### config.mk
export PLATFORM = sky130hd
export DESIGN_NAME = fmul_pre_norm_pipe
export DESIGN_NICKNAME = d
export VERILOG_FILES = /design/src/rtl/fmul_pre_norm_pipe.sv
export SDC_FILE = /design/constraint.sdc
export NUM_CORES = 1
export LEC_CHECK = 0
export BUFFER_PORTS_ARGS = -buffer_cell sky130_fd_sc_hd__buf_2
export CAP_MARGIN = 25
export CORE_MARGIN = 2
export CORE_UTILIZATION = 55
export CTS_CLUSTER_SIZE = 12
export DETAILED_ROUTE_END_ITERATION = 12
export PLACE_DENSITY = 0.9
export SKIP_LAST_GASP = 1
export SLEW_MARGIN = 20
export SYNTH_ARGS = -nofsm -noshare
export SYNTH_HDL_FRONTEND = slang
export SYNTH_SLANG_ARGS = --single-unit
### constraint.sdc
create_clock -name clk -period 7 [get_ports clk]
set_input_delay 0.7 -clock clk [delete_from_list [all_inputs] [get_ports clk]]
set_output_delay 0.7 -clock clk [all_outputs]
set_load 0.03 [all_outputs]
### src/rtl/fmul_pre_norm_pipe.sv
// Two-stage pre-normaliser for the FPU multiply/divide path: unpacks fractions,
// forms the biased result exponent with its range flags, under valid/ready flow control.
module fmul_pre_norm_pipe #(
  parameter int EXP_W  = 8,
  parameter int FRAC_W = 23,
  parameter int TAG_W  = 4
) (
  input  logic                  clk,
  input  logic                  reset,
  input  logic                  flush,
  input  logic                  in_valid,
  output logic                  in_ready,
  input  logic                  in_div,
  input  logic [TAG_W-1:0]      in_tag,
  input  logic [EXP_W+FRAC_W:0] opa,
  input  logic [EXP_W+FRAC_W:0] opb,
  output logic                  out_valid,
  input  logic                  out_ready,
  output logic [TAG_W-1:0]      out_tag,
  output logic [FRAC_W:0]       fracta,
  output logic [FRAC_W:0]       fractb,
  output logic [EXP_W-1:0]      exp_out,
  output logic                  sign,
  output logic                  sign_exe,
  output logic                  inf,
  output logic [1:0]            exp_ovf,
  output logic [2:0]            underflow,
  output logic                  zero_a,
  output logic                  zero_b
);
  localparam int E = EXP_W;
  localparam int W = 1 + EXP_W + FRAC_W;
  localparam logic [E-1:0] BIAS    = {1'b0, {(E-1){1'b1}}};
  localparam logic [E:0]   BIAS_X  = {1'b0, BIAS};
  localparam logic [E-1:0] ONE     = {{(E-1){1'b0}}, 1'b1};
  localparam logic [E+1:0] INF_LIM = {2'b00, BIAS} + {1'b0, BIAS, 1'b0};

  logic             s1_valid_q, s1_div_q, s2_valid_q;
  logic [TAG_W-1:0] s1_tag_q, out_tag_q;
  logic [W-1:0]     s1_opa_q, s1_opb_q;
  logic [FRAC_W:0]  fracta_q, fractb_q, fracta_d, fractb_d;
  logic [E-1:0]     exp_out_q, exp_out_d;
  logic             sign_q, sign_exe_q, inf_q, inf_d, zero_a_q, zero_b_q;
  logic [1:0]       exp_ovf_q, exp_ovf_d;
  logic [2:0]       underflow_q, underflow_d;

  logic s2_adv, accept;
  assign s2_adv   = s1_valid_q & (~s2_valid_q | out_ready);
  assign in_ready = ~s1_valid_q | s2_adv;
  assign accept   = in_valid & in_ready & ~flush;

  logic [E-1:0]      expa, expb, t1, t2, t3, t4, t5;
  logic [FRAC_W-1:0] fraca, fracb;
  logic [E:0]        sum1, sum2;
  logic              co1, co2, expa_dn, expb_dn, dn, opa_00, opb_00, msb_a, msb_b;

  assign expa    = s1_opa_q[W-2:FRAC_W];
  assign expb    = s1_opb_q[W-2:FRAC_W];
  assign fraca   = s1_opa_q[FRAC_W-1:0];
  assign fracb   = s1_opb_q[FRAC_W-1:0];
  assign msb_a   = expa[E-1];
  assign msb_b   = expb[E-1];
  assign expa_dn = ~|expa;
  assign expb_dn = ~|expb;
  assign dn      = expa_dn | expb_dn;
  assign opa_00  = ~|s1_opa_q[W-2:0];
  assign opb_00  = ~|s1_opb_q[W-2:0];

  // Exponent arithmetic is one bit wider than the field so the carries survive.
  assign sum1 = s1_div_q ? ({1'b0, expa} - {1'b0, expb}) : ({1'b0, expa} + {1'b0, expb});
  assign sum2 = s1_div_q ? (sum1 + BIAS_X) : (sum1 - BIAS_X);
  assign {co1, t1} = sum1;
  assign {co2, t2} = sum2;
  assign t3 = t2 + ONE;
  assign t4 = BIAS - t1;
  assign t5 = s1_div_q ? (t4 + ONE) : (t4 - ONE);

  assign exp_ovf_d = s1_div_q ? {co2, msb_a & ~msb_b}
                              : {(~msb_a & ~msb_b & t2[E-1]) | co2, co2 & msb_a & msb_b};
  assign exp_out_d = s1_div_q ? (dn ? (co2 ? t5 : t3) : (co2 ? t4 : t2))
                              : (exp_ovf_d[1] ? (dn ? t5 : t4) : (dn ? t3 : t2));
  assign underflow_d[0] = (t1 < BIAS) & ~co1 & ~(opa_00 | opb_00 | dn);
  assign underflow_d[1] = ((msb_a | msb_b) & ~opa_00 & ~opb_00)
                        | (expa_dn & |fraca) | (expb_dn & |fracb);
  assign underflow_d[2] = ~opa_00 & ~opb_00 & (t1 == BIAS);
  assign inf_d    = s1_div_q ? (expb_dn & ~msb_a) : ({1'b0, sum1} > INF_LIM);
  assign fracta_d = {~expa_dn, fraca};
  assign fractb_d = {~expb_dn, fracb};

  always_ff @(posedge clk or negedge reset) begin
    if (!reset) begin
      s1_valid_q  <= 1'b0;
      s1_div_q    <= 1'b0;
      s1_tag_q    <= '0;
      s1_opa_q    <= '0;
      s1_opb_q    <= '0;
      s2_valid_q  <= 1'b0;
      out_tag_q   <= '0;
      fracta_q    <= '0;
      fractb_q    <= '0;
      exp_out_q   <= '0;
      sign_q      <= 1'b0;
      sign_exe_q  <= 1'b0;
      inf_q       <= 1'b0;
      exp_ovf_q   <= '0;
      underflow_q <= '0;
      zero_a_q    <= 1'b0;
      zero_b_q    <= 1'b0;
    end else begin
      if (flush)       s1_valid_q <= 1'b0;
      else if (accept) s1_valid_q <= 1'b1;
      else if (s2_adv) s1_valid_q <= 1'b0;
      if (accept) begin
        s1_div_q <= in_div;
        s1_tag_q <= in_tag;
        s1_opa_q <= opa;
        s1_opb_q <= opb;
      end
      if (flush)          s2_valid_q <= 1'b0;
      else if (s2_adv)    s2_valid_q <= 1'b1;
      else if (out_ready) s2_valid_q <= 1'b0;
      // Output fields only move on advance, so they stay frozen while stalled.
      if (s2_adv) begin
        out_tag_q   <= s1_tag_q;
        fracta_q    <= fracta_d;
        fractb_q    <= fractb_d;
        exp_out_q   <= exp_out_d;
        sign_q      <= s1_opa_q[W-1] ^ s1_opb_q[W-1];
        sign_exe_q  <= s1_opa_q[W-1] & s1_opb_q[W-1];
        inf_q       <= inf_d;
        exp_ovf_q   <= exp_ovf_d;
        underflow_q <= underflow_d;
        zero_a_q    <= opa_00;
        zero_b_q    <= opb_00;
      end
    end
  end

  assign out_valid = s2_valid_q;
  assign out_tag   = out_tag_q;
  assign fracta    = fracta_q;
  assign fractb    = fractb_q;
  assign exp_out   = exp_out_q;
  assign sign      = sign_q;
  assign sign_exe  = sign_exe_q;
  assign inf       = inf_q;
  assign exp_ovf   = exp_ovf_q;
  assign underflow = underflow_q;
  assign zero_a    = zero_a_q;
  assign zero_b    = zero_b_q;
endmodule

==> results of run 1 <==
==> routing by layer <==
metal  wire length (µm)  vias to the layer above  track usage, %
met1               7150                     2710            34.3
li1                   -                     2581               -
met5                  0                        -               0
met2               8030                      214            39.3
met3               1300                       38            6.49
met4                481                        0            12.7
==> metrics by stage <==
stage | power [W] | utilization (%) | std cells
detailed placement | 0.00277 | 62.7 | 969
CTS | 0.00362 | 67.1 | 1001
global placement | 0.00273 | 62.7 | 969
global route | 0.00385 | 67.1 | 1001
finish | 0.00362 | 67.2 | 1003
floorplan | 0.00237 | - | 677
==> state kept, by name, indices dropped and copies added, names as in the netlist, 3 cells and up <==
signal	flops
exp_out	8
s1_opb_q	32
fractb	24
s1_tag_q	4
out_tag	4
underflow	3
fracta	24
s1_opa_q	32
==> critical path, delay by kind of cell (launching register included) <==
family,cells,cell delay (ns)
AOI/OAI and AO/OA,6,1.28
DFF,1,0.79
adders and majority gates,2,0.67
and+or+nand+nor,4,0.60
xor gates and xnor gates,4,1.00
buffers and inverters,2,0.53
==> area by class of cell <==
cell class | count | area, µm²
multi-input combinational | 490 | 3250
clock buffer | 18 | 429
tap | 172 | 215
clock inverter | 14 | 119
timing repair buffer | 149 | 762
sequential | 141 | 3530
inverter | 17 | 63.8
antenna | 2 | 5.00
fill | 985 | 4090
==> how the worst min path moves through the flow <==
| stage | to | slack (ns) |
|---|---|---|
| global placement | out_tag[1]$_DFFE_PN0P_ | 0.44 |
| detailed placement | out_tag[1]$_DFFE_PN0P_ | 0.45 |
| floorplan | exp_out[0]$_DFFE_PN0P_ | 0.40 |
| global route | fractb[6]$_DFFE_PN0P_ | 0.41 |
| CTS | fractb[6]$_DFFE_PN0P_ | 0.37 |
| finish | fractb[6]$_DFFE_PN0P_ | 0.34 |
==> power by group through the flow <==
stage	logic [W]	clock network, W	registers [W]
floorplan	0.00111	0	0.00126
global placement	0.00164	0	0.00108
detailed placement	0.00168	0	0.00109
CTS	0.00169	0.000847	0.00108
global route	0.00186	0.000883	0.00110
finish	0.00170	0.000835	0.00108
==> cells in the mapped netlist, types with 2 or more instances <==
| library cell | instances |
|---|---|
| nand2_1 | 196 |
| dfrtp_1 | 141 |
| mux2_2 | 71 |
| nor2_1 | 27 |
| ha_1 | 25 |
| xnor2_1 | 22 |
| a21oi_1 | 21 |
| inv_1 | 17 |
| o21ai_0 | 14 |
| nor4_1 | 13 |
| clkbuf_1 | 11 |
| buf_1 | 10 |
| nor3_1 | 10 |
| a21o_1 | 7 |
| buf_2 | 6 |
| nor2b_1 | 6 |
| xor2_1 | 6 |
| nand3_1 | 5 |
| o211ai_1 | 5 |
| nand2b_1 | 4 |
| mux2i_1 | 3 |
| nand4_1 | 3 |
| o21a_1 | 3 |
| o31a_1 | 3 |
| o31ai_1 | 3 |
| a211oi_1 | 2 |
| a31oi_1 | 2 |
| fa_1 | 2 |
| nand3b_1 | 2 |
| o2111ai_1 | 2 |
| o211ai_2 | 2 |
==> cell families after synthesis <==
| group | after synthesis | share of synthesized area [%] |
|---|---|---|
| fa+ha+maj | 27 | 5.07 |
| flops | 141 | 50.7 |
| simple gates | 281 | 17.8 |
| compound gates | 78 | 7.79 |
| buf+inv | 46 | 2.71 |
| xor+xnor | 30 | 3.99 |
| mux | 74 | 11.9 |
==> results.json, run 1 <==
{
  "outcome": "finished clean",
  "critical_path.endpoint": "exp_out[2]$_DFFE_PN0P_",
  "route.detailed.wl_per_inst_um": 16.9,
  "grt_max_degree": 91,
  "sequentialPowerShare_pct": 29.9,
  "grt_pass1_wl_um": 26800,
  "synth_area_mm2": 0.00696,
  "mappedNetlistNets": 778,
  "final_common_cell": "nand2_1",
  "p_switching_w": 0.00151,
  "die-height_um": 116,
  "intPower_w": 0.00211,
  "numCtsBuffers": 17,
  "postLayoutCellArea_mm2": 0.00837,
  "synthCells": 677,
  "slew_viol_final": 0,
  "path_clk_slew_ns": 0.06,
  "nets": 917,
  "core_mm2": 0.0125,
  "cts_resized": 0,
  "netlist.top_cell.by_area": "dfrtp_1",
  "fp-row-count": 41,
  "pre_cts_slack_ns": 2.07,
  "yosysWarningCount": 0,
  "period_share_pct": 71.4,
  "cts_setup_buffers": 0,
  "synth-seq-cells": 141,
  "cts_tree": "yes",
  "yosysTopAreaCellShare_pct": 50.7,
  "swShare_pct": 41.8,
  "hp-class": "in2async",
  "cp-start-kind": "register",
  "first_global_vias": 5443,
  "area_growth_pct": 20.3,
  "required_ns": 7.30,
  "leakage_nw": 4.17,
  "gp_congestion": 0.872,
  "clock-sinks": 141,
  "async_flop_share_pct": 100,
  "yosys-top-cells-area": "dfrtp_1, mux2_2, nand2_1",
  "antenna_found_initial": 1,
  "ant_nets": 0,
  "grt_overflow": 0,
  "critical_path.cell_chain": "inv_1 > o21ai_0 > xor2_1 > ha_1 > a21oi_1 > nor2b_1 > a311oi_1 > xnor2_1 > inv_1 > ha_1 > nor2_1 > nor2b_1 > o22ai_2 > xor2_2 > xnor2_2 > or2_1 > o211ai_2 > a32o_1",
  "ys_seq_area_share_pct": 50.7,
  "worst_setup_path_end_kind": "register",
  "grtUsageTotal_pct": 25.7,
  "fin_ws_ns": 2.00,
  "post-dp-hpwl_um": 11700,
  "placed_area_mm2": 0.00782,
  "hold_violations": 0,
  "max_stage_delay_ns": 0.79,
  "clockPowerShare_pct": 23.0,
  "setup_tns_ns": 0,
  "cp-startpoint": "s1_div_q$_DFFE_PN0P_",
  "relSlewSlack_pct": 42.7,
  "io_buffers": 145,
  "die_w_um": 116,
  "syn_avg_cell_area_um2": 10.3,
  "rr_startpoint": "s1_div_q$_DFFE_PN0P_",
  "hold_slack_ns": 0.339,
  "first_pass_iters": 5,
  "fmax_ghz": 0.200,
  "reg2reg_slack_ns": 2.00,
  "htree_levels": 4,
  "io_pins": 146,
  "p_comb_share_pct": 47.0,
  "die-area_mm2": 0.0136,
  "ctsHoldBuffers": 0,
  "synth_edf_count": 0,
  "insertion_delay_ns": 0.42,
  "critPathKind": "reg2reg",
  "initial_core_util_pct": 55.8,
  "path_max_fanout": 19,
  "tightest_slew_ns": 0.859,
  "rsz0062_at_grt": "no",
  "remaining_drc_errors": 0,
  "worstPathArrival_ns": 5.30,
  "synth_flop_cell": "dfrtp_1",
  "power.density_mw_per_mm2": 433,
  "reg2regPathDepth": 18,
  "cp_slowest_cell": "dfrtp_1",
  "synth_cell_types": 64,
  "drt_iter0_drc": 371,
  "final_layout_size_suffix_gt1_share_pct": 32.3,
  "cts.path.max_buffers": 2,
  "maxCapViolations": 0,
  "root_buffer": "clkbuf_16",
  "drt-total-wl_um": 17000,
  "vias_per_cell": 5.53,
  "worstReg2RegEnd": "exp_out[2]$_DFFE_PN0P_",
  "min_period_ns": 5.00,
  "finalSetupViolations": 0,
  "peakVddDrop_mv": 0.196,
  "final_cell_mix": "nand2_1, buf_2, dfrtp_1",
  "skew_ns": 0.0109,
  "vias": 5543
}
No activity file was read; power rests on OpenSTA's default activity.
==> run 2: changes to the inputs <==
--- a/config.mk
+++ b/config.mk
@@ -8,10 +8,10 @@
 export BUFFER_PORTS_ARGS = -buffer_cell sky130_fd_sc_hd__buf_2
 export CAP_MARGIN = 25
 export CORE_MARGIN = 2
-export CORE_UTILIZATION = 55
+export CORE_UTILIZATION = 50
 export CTS_CLUSTER_SIZE = 12
 export DETAILED_ROUTE_END_ITERATION = 12
-export PLACE_DENSITY = 0.9
+export PLACE_DENSITY = 0.87
 export SKIP_LAST_GASP = 1
 export SLEW_MARGIN = 20
 export SYNTH_ARGS = -nofsm -noshare
==> constraint.sdc (replaced) <==
create_clock -name clk -period 4.5 [get_ports clk]
set_input_delay 0.45 -clock clk [delete_from_list [all_inputs] [get_ports clk]]
set_output_delay 0.45 -clock clk [all_outputs]
set_load 0.03 [all_outputs]
==> run 2 against run 1 <==
Sequential power increased by 55%. Die area up 9.6%. Maximum frequency up 13%. Combinational power grew 70%. Non-clock buffer count increased by 11. Clock power grew 57%. Final cell count up 1.8%. Clock skew shrank 0.00082 ns. Design area increased by 2.3%. Critical path depth shrank 1. Global-route usage is 3.3 points lower. Hold slack got worse by 0.20 ns. Highest routed layer is now met5.
==> results.json, run 2 (same netlist as run 1, synthesis figures left out) <==
{
  "critPathKind": "reg2reg",
  "hold_slack_ns": 0.141,
  "ctsHoldBuffers": 0,
  "die-area_mm2": 0.0149,
  "drt-total-wl_um": 16700,
  "n_fill_cell": 1089,
  "required_ns": 4.77,
  "period_share_pct": 97.9,
  "hp-class": "in2async",
  "cp-start-kind": "register",
  "antenna_found_initial": 3,
  "route.detailed.wl_per_inst_um": 16.4,
  "worstPathArrival_ns": 4.68,
  "power.density_mw_per_mm2": 685,
  "drt_iter0_drc": 424,
  "max_stage_delay_ns": 0.43,
  "path_clk_slew_ns": 0.06,
  "peakVddDrop_mv": 0.300,
  "fmax_ghz": 0.227,
  "crit_family": "compound AO/OA/AOI/OAI gates",
  "root_buffer": "clkbuf_16",
  "grtUsageTotal_pct": 22.4,
  "cts_tree": "yes",
  "gp_congestion": 0.869,
  "top_regs": "s1_opa_q x32, s1_opb_q x32",
  "leakage_nw": 4.24,
  "vias_per_cell": 5.41,
  "worst_setup_path_end_kind": "register",
  "critical_path.cell_chain": "inv_1 > ha_1 > mux2_2 > fa_1 > nand2b_1 > a21boi_2 > a311oi_2 > xnor2_1 > buf_4 > ha_1 > a2111o_1 > o22ai_2 > xor2_2 > xnor2_4 > o31a_1 > o31ai_1 > o211ai_1",
  "first_global_vias": 5297,
  "io_buffers": 145,
  "htree_levels": 4,
  "ant_nets": 0,
  "final_common_cell": "nand2_1",
  "reg2reg_slack_ns": 0.09,
  "tightest_slew_ns": 0.899,
  "post-dp-hpwl_um": 11800,
  "cpMostUsedCell": "ha_1",
  "cts.path.max_buffers": 2,
  "rsz0062_at_grt": "yes",
  "slew_viol_final": 0,
  "final_cell_mix": "nand2_1, buf_2, dfrtp_1",
  "placed_area_mm2": 0.00788,
  "min_period_ns": 4.41,
  "remaining_drc_errors": 0,
  "initial_core_util_pct": 50.7,
  "fp-row-count": 43,
  "vias": 5526,
  "skew_ns": 0.0100,
  "die-height_um": 122,
  "first_pass_iters": 5,
  "nets": 928,
  "die_w_um": 122,
  "cp_num_buf_inv": 2,
  "finalSetupViolations": 0,
  "relSlewSlack_pct": 40.1,
  "outcome": "finished clean",
  "grt_overflow": 0,
  "clock-sinks": 141,
  "hold_violations": 0,
  "grt_max_degree": 103,
  "insertion_delay_ns": 0.41,
  "grt_pass1_wl_um": 26400,
  "maxCapViolations": 0,
  "core_mm2": 0.0137,
  "numCtsBuffers": 17,
  "final_layout_size_suffix_gt1_share_pct": 34.3,
  "path_max_fanout": 10,
  "postLayoutCellArea_mm2": 0.00857,
  "cp_slowest_cell": "a2111o_1",
  "io_pins": 146,
  "area_growth_pct": 23.1
}
run 2: final timing paths:
kind                                               start                       end  cells after the start
worst max register to register  s1_opb_q[23]$_DFFE_PN0P_    exp_out[1]$_DFFE_PN0P_                     17
worst max-delay path            s1_opb_q[23]$_DFFE_PN0P_    exp_out[1]$_DFFE_PN0P_                     17
max in group asynchronous                          reset  s1_opa_q[10]$_DFFE_PN0P_                      2
min in group clk                                   flush    s1_valid_q$_DFFE_PN0P_                      2
worst min-delay path                               reset     fractb[8]$_DFFE_PN0P_                      1
worst min register to register    fractb[13]$_DFFE_PN0P_    fractb[13]$_DFFE_PN0P_                      2
run 2: area by class of cell:
type                       count  area, µm²  share of cell area [%]
inverter                      17       63.8                   0.745
sequential                   141       3530                    41.2
tap                          180        225                    2.63
clock inverter                13        115                    1.34
clock buffer                  19        443                    5.17
timing repair buffer         160        845                    9.86
antenna                        1       2.50                  0.0292
multi-input combinational    490       3340                    39.0
run 2: through the flow:
step	std cells	TNS [ns]	worst slack, ns	util [%]	power, W
finish	1021	0	0.0939	62.4	0.00586
global route	1021	-0.218	-0.0964	62.4	0.00621
detailed placement	984	-0.0768	-0.0768	57.5	0.00433
global placement	984	0	0.182	57.5	0.00425
CTS	1016	0	0.00986	61.6	0.00571
floorplan	677	0	0.298	-	0.00369
run 2: repair_timing:
action / in CTS / in global routing
pin swaps: 0 / 2
setup endpoints to repair: 1 / 9
gates resized for setup: 2 / 13
buffers inserted: 0 / 4
run 2: routing by layer:
layer / global-route usage, % / wire length (µm) / vias up
li1: - / - / 2605
met1: 30.1 / 7160 / 2713
met2: 36.3 / 8200 / 185
met3: 5.85 / 1130 / 21
met4: 5.96 / 228 / 2
met5: 0 / 11 / -
run 2: power by group:
group | total [W] | internal [W] | switching, W | leakage, nW
clock network | 0.00131 | 0.000776 | 0.000532 | 0.266
registers | 0.00167 | 0.00151 | 0.000162 | 1.71
logic | 0.00289 | 0.00118 | 0.00171 | 2.27
==> run 3: changes to the inputs <==
--- a/config.mk
+++ b/config.mk
@@ -8,10 +8,11 @@
 export BUFFER_PORTS_ARGS = -buffer_cell sky130_fd_sc_hd__buf_2
 export CAP_MARGIN = 25
 export CORE_MARGIN = 2
-export CORE_UTILIZATION = 50
+export CORE_UTILIZATION = 51
+export CTS_BUF_LIST = sky130_fd_sc_hd__clkbuf_2 sky130_fd_sc_hd__clkbuf_4 sky130_fd_sc_hd__clkbuf_8
 export CTS_CLUSTER_SIZE = 12
 export DETAILED_ROUTE_END_ITERATION = 12
-export PLACE_DENSITY = 0.87
+export PLACE_DENSITY = 0.88
 export SKIP_LAST_GASP = 1
 export SLEW_MARGIN = 20
 export SYNTH_ARGS = -nofsm -noshare
==> run 3 against run 2 <==
Critical path depth increased by 2. First-iteration DRC count decreased by 7.8%. Combinational power increased by 3%. Flip-flop and latch count unchanged. Count of clock-buffer cells in the layout unchanged. Die area decreased by 1.9%. Utilization increased by 1.2 points. Clock skew increased by 0.0018 ns. Largest cell class unchanged. Largest power group unchanged.
==> results.json, run 3 (same netlist as run 1, synthesis figures left out) <==
{
  "path_max_fanout": 5,
  "min_period_ns": 4.40,
  "tightest_slew_ns": 0.911,
  "path_clk_slew_ns": 0.08,
  "grt_max_degree": 105,
  "gp_congestion": 0.926,
  "route.detailed.wl_per_inst_um": 15.9,
  "slew_viol_final": 0,
  "postLayoutCellArea_mm2": 0.00846,
  "numCtsBuffers": 17,
  "finalSetupViolations": 0,
  "fmax_ghz": 0.227,
  "top_regs": "s1_opa_q x32, s1_opb_q x32",
  "drt_iter0_drc": 391,
  "grt_overflow": 0,
  "skew_ns": 0.0119,
  "peakVddDrop_mv": 0.335,
  "first_pass_iters": 5,
  "core_mm2": 0.0133,
  "remaining_drc_errors": 0,
  "worstPathArrival_ns": 4.66,
  "antenna_found_initial": 3,
  "nets": 939,
  "n_fill_cell": 1033,
  "max_stage_delay_ns": 0.43,
  "cts_tree": "yes",
  "final_layout_size_suffix_gt1_share_pct": 35.1,
  "pre_cts_slack_ns": -0.00522,
  "final_cell_mix": "nand2_1, buf_2, dfrtp_1",
  "critical_path.cell_chain": "inv_2 > ha_4 > mux2_4 > inv_2 > ha_4 > nor2b_4 > o21ai_2 > a21boi_2 > o31a_1 > o31ai_2 > xnor2_1 > ha_2 > a2111o_1 > o22ai_4 > xor2_4 > xnor2_4 > o31a_1 > o31ai_1 > o211ai_1",
  "setup_tns_ns": 0,
  "cp_num_buf_inv": 2,
  "cts.path.max_buffers": 2,
  "cp-start-kind": "register",
  "cp-startpoint": "s1_opb_q[23]$_DFFE_PN0P_",
  "vias": 5480,
  "period_share_pct": 97.7,
  "grt_pass1_wl_um": 26100,
  "io_buffers": 145,
  "relSlewSlack_pct": 39.3,
  "final_common_cell": "nand2_1",
  "hp-class": "in2async",
  "io_pins": 146,
  "rsz0062_at_grt": "yes",
  "drt-total-wl_um": 16300,
  "htree_levels": 4,
  "die-height_um": 121,
  "final_util_pct": 63.6,
  "placed_area_mm2": 0.00792,
  "leakage_nw": 4.20,
  "reg2reg_slack_ns": 0.10,
  "fp-row-count": 42,
  "initial_core_util_pct": 52.3,
  "insertion_delay_ns": 0.42,
  "die-area_mm2": 0.0146,
  "clock-sinks": 141,
  "outcome": "finished clean",
  "vias_per_cell": 5.34,
  "worst_setup_path_end_kind": "register",
  "post-dp-hpwl_um": 11700,
  "first_global_vias": 5356,
  "cp_slowest_cell": "dfrtp_2",
  "area_growth_pct": 21.5,
  "die_w_um": 121,
  "fin_ws_ns": 0.101,
  "required_ns": 4.76,
  "critPathKind": "reg2reg",
  "ant_nets": 0,
  "hold_violations": 0,
  "grtUsageTotal_pct": 22.6,
  "crit_family": "compound AO/OA/AOI/OAI gates",
  "finalPower_w": 0.00563,
  "root_buffer": "clkbuf_8",
  "power.density_mw_per_mm2": 665,
  "maxCapViolations": 0,
  "rr_startpoint": "s1_opb_q[23]$_DFFE_PN0P_"
}
run 3: cell type report:
type                    instances  area [µm²]  share of cell area, %
flip-flops and latches        141        3530                   41.7
multi-input cells             491        3350                   39.6
repair buffers                170         920                   10.9
clock buffers                  19         255                   3.02
well taps                     176         220                   2.60
clock inverters                10         119                   1.41
inverters                      17        63.8                  0.754
diodes                          2        5.00                 0.0592
run 3: routing by layer:
metal / track usage (%) / share of wire (%) / vias up
met3: 6.23 / 6.5 / 21
met4: 6.25 / 1.5 / 0
met1: 30.6 / 44 / 2661
met5: 0 / 0 / -
met2: 35.9 / 48 / 182
li1: - / - / 2616
run 3: worst paths after layout:
kind,to,depth (start not counted)
setup / recovery,exp_out[1]$_DFFE_PN0P_,19
hold / removal,fractb[6]$_DFFE_PN0P_,1
setup reg to reg,exp_out[1]$_DFFE_PN0P_,19
hold reg to reg,out_tag[2]$_DFFE_PN0P_,2
max in group asynchronous,s1_opa_q[11]$_DFFE_PN0P_,2
min in group clk,s1_valid_q$_DFFE_PN0P_,2
run 3: worst reg2reg max path, cell delays in order (launching register included):
cell and delay (ns):
dfrtp_2 0.43, inv_2 0.08, ha_4 0.19, mux2_4 0.29, inv_2 0.07, ha_4 0.19
nor2b_4 0.12, o21ai_2 0.16, a21boi_2 0.09, o31a_1 0.33, o31ai_2 0.29, xnor2_1 0.14
ha_2 0.21, a2111o_1 0.39, o22ai_4 0.24, xor2_4 0.27, xnor2_4 0.14, o31a_1 0.25
o31ai_1 0.24, o211ai_1 0.15
run 3: stage by stage:
step,std cells,hold slack (ns)
3_3_place_gp,985,0.440
2_1_floorplan,677,0.154
5_1_grt,1025,0.177
4_1_cts,1014,0.161
3_5_place_dp,985,0.458
6_report,1026,0.127
run 3: what timing repair did:
action / in CTS / in global routing
pin swaps: 0 / 16
setup endpoints to repair: 1 / 8
gates cloned: 0 / 1
gates resized for setup: 1 / 15
hold buffers: 0 / 0
buffers inserted: 0 / 9
run 3: report_power, final:
| part | total (W) | leakage, nW | internal [W] | switching [W] |
|---|---|---|---|---|
| clock | 0.000963 | 0.183 | 0.000505 | 0.000458 |
| sequential | 0.00167 | 1.70 | 0.00151 | 0.000167 |
| combinational | 0.00299 | 2.31 | 0.00126 | 0.00173 |
| total | 0.00563 | 4.20 | 0.00327 | 0.00236 |
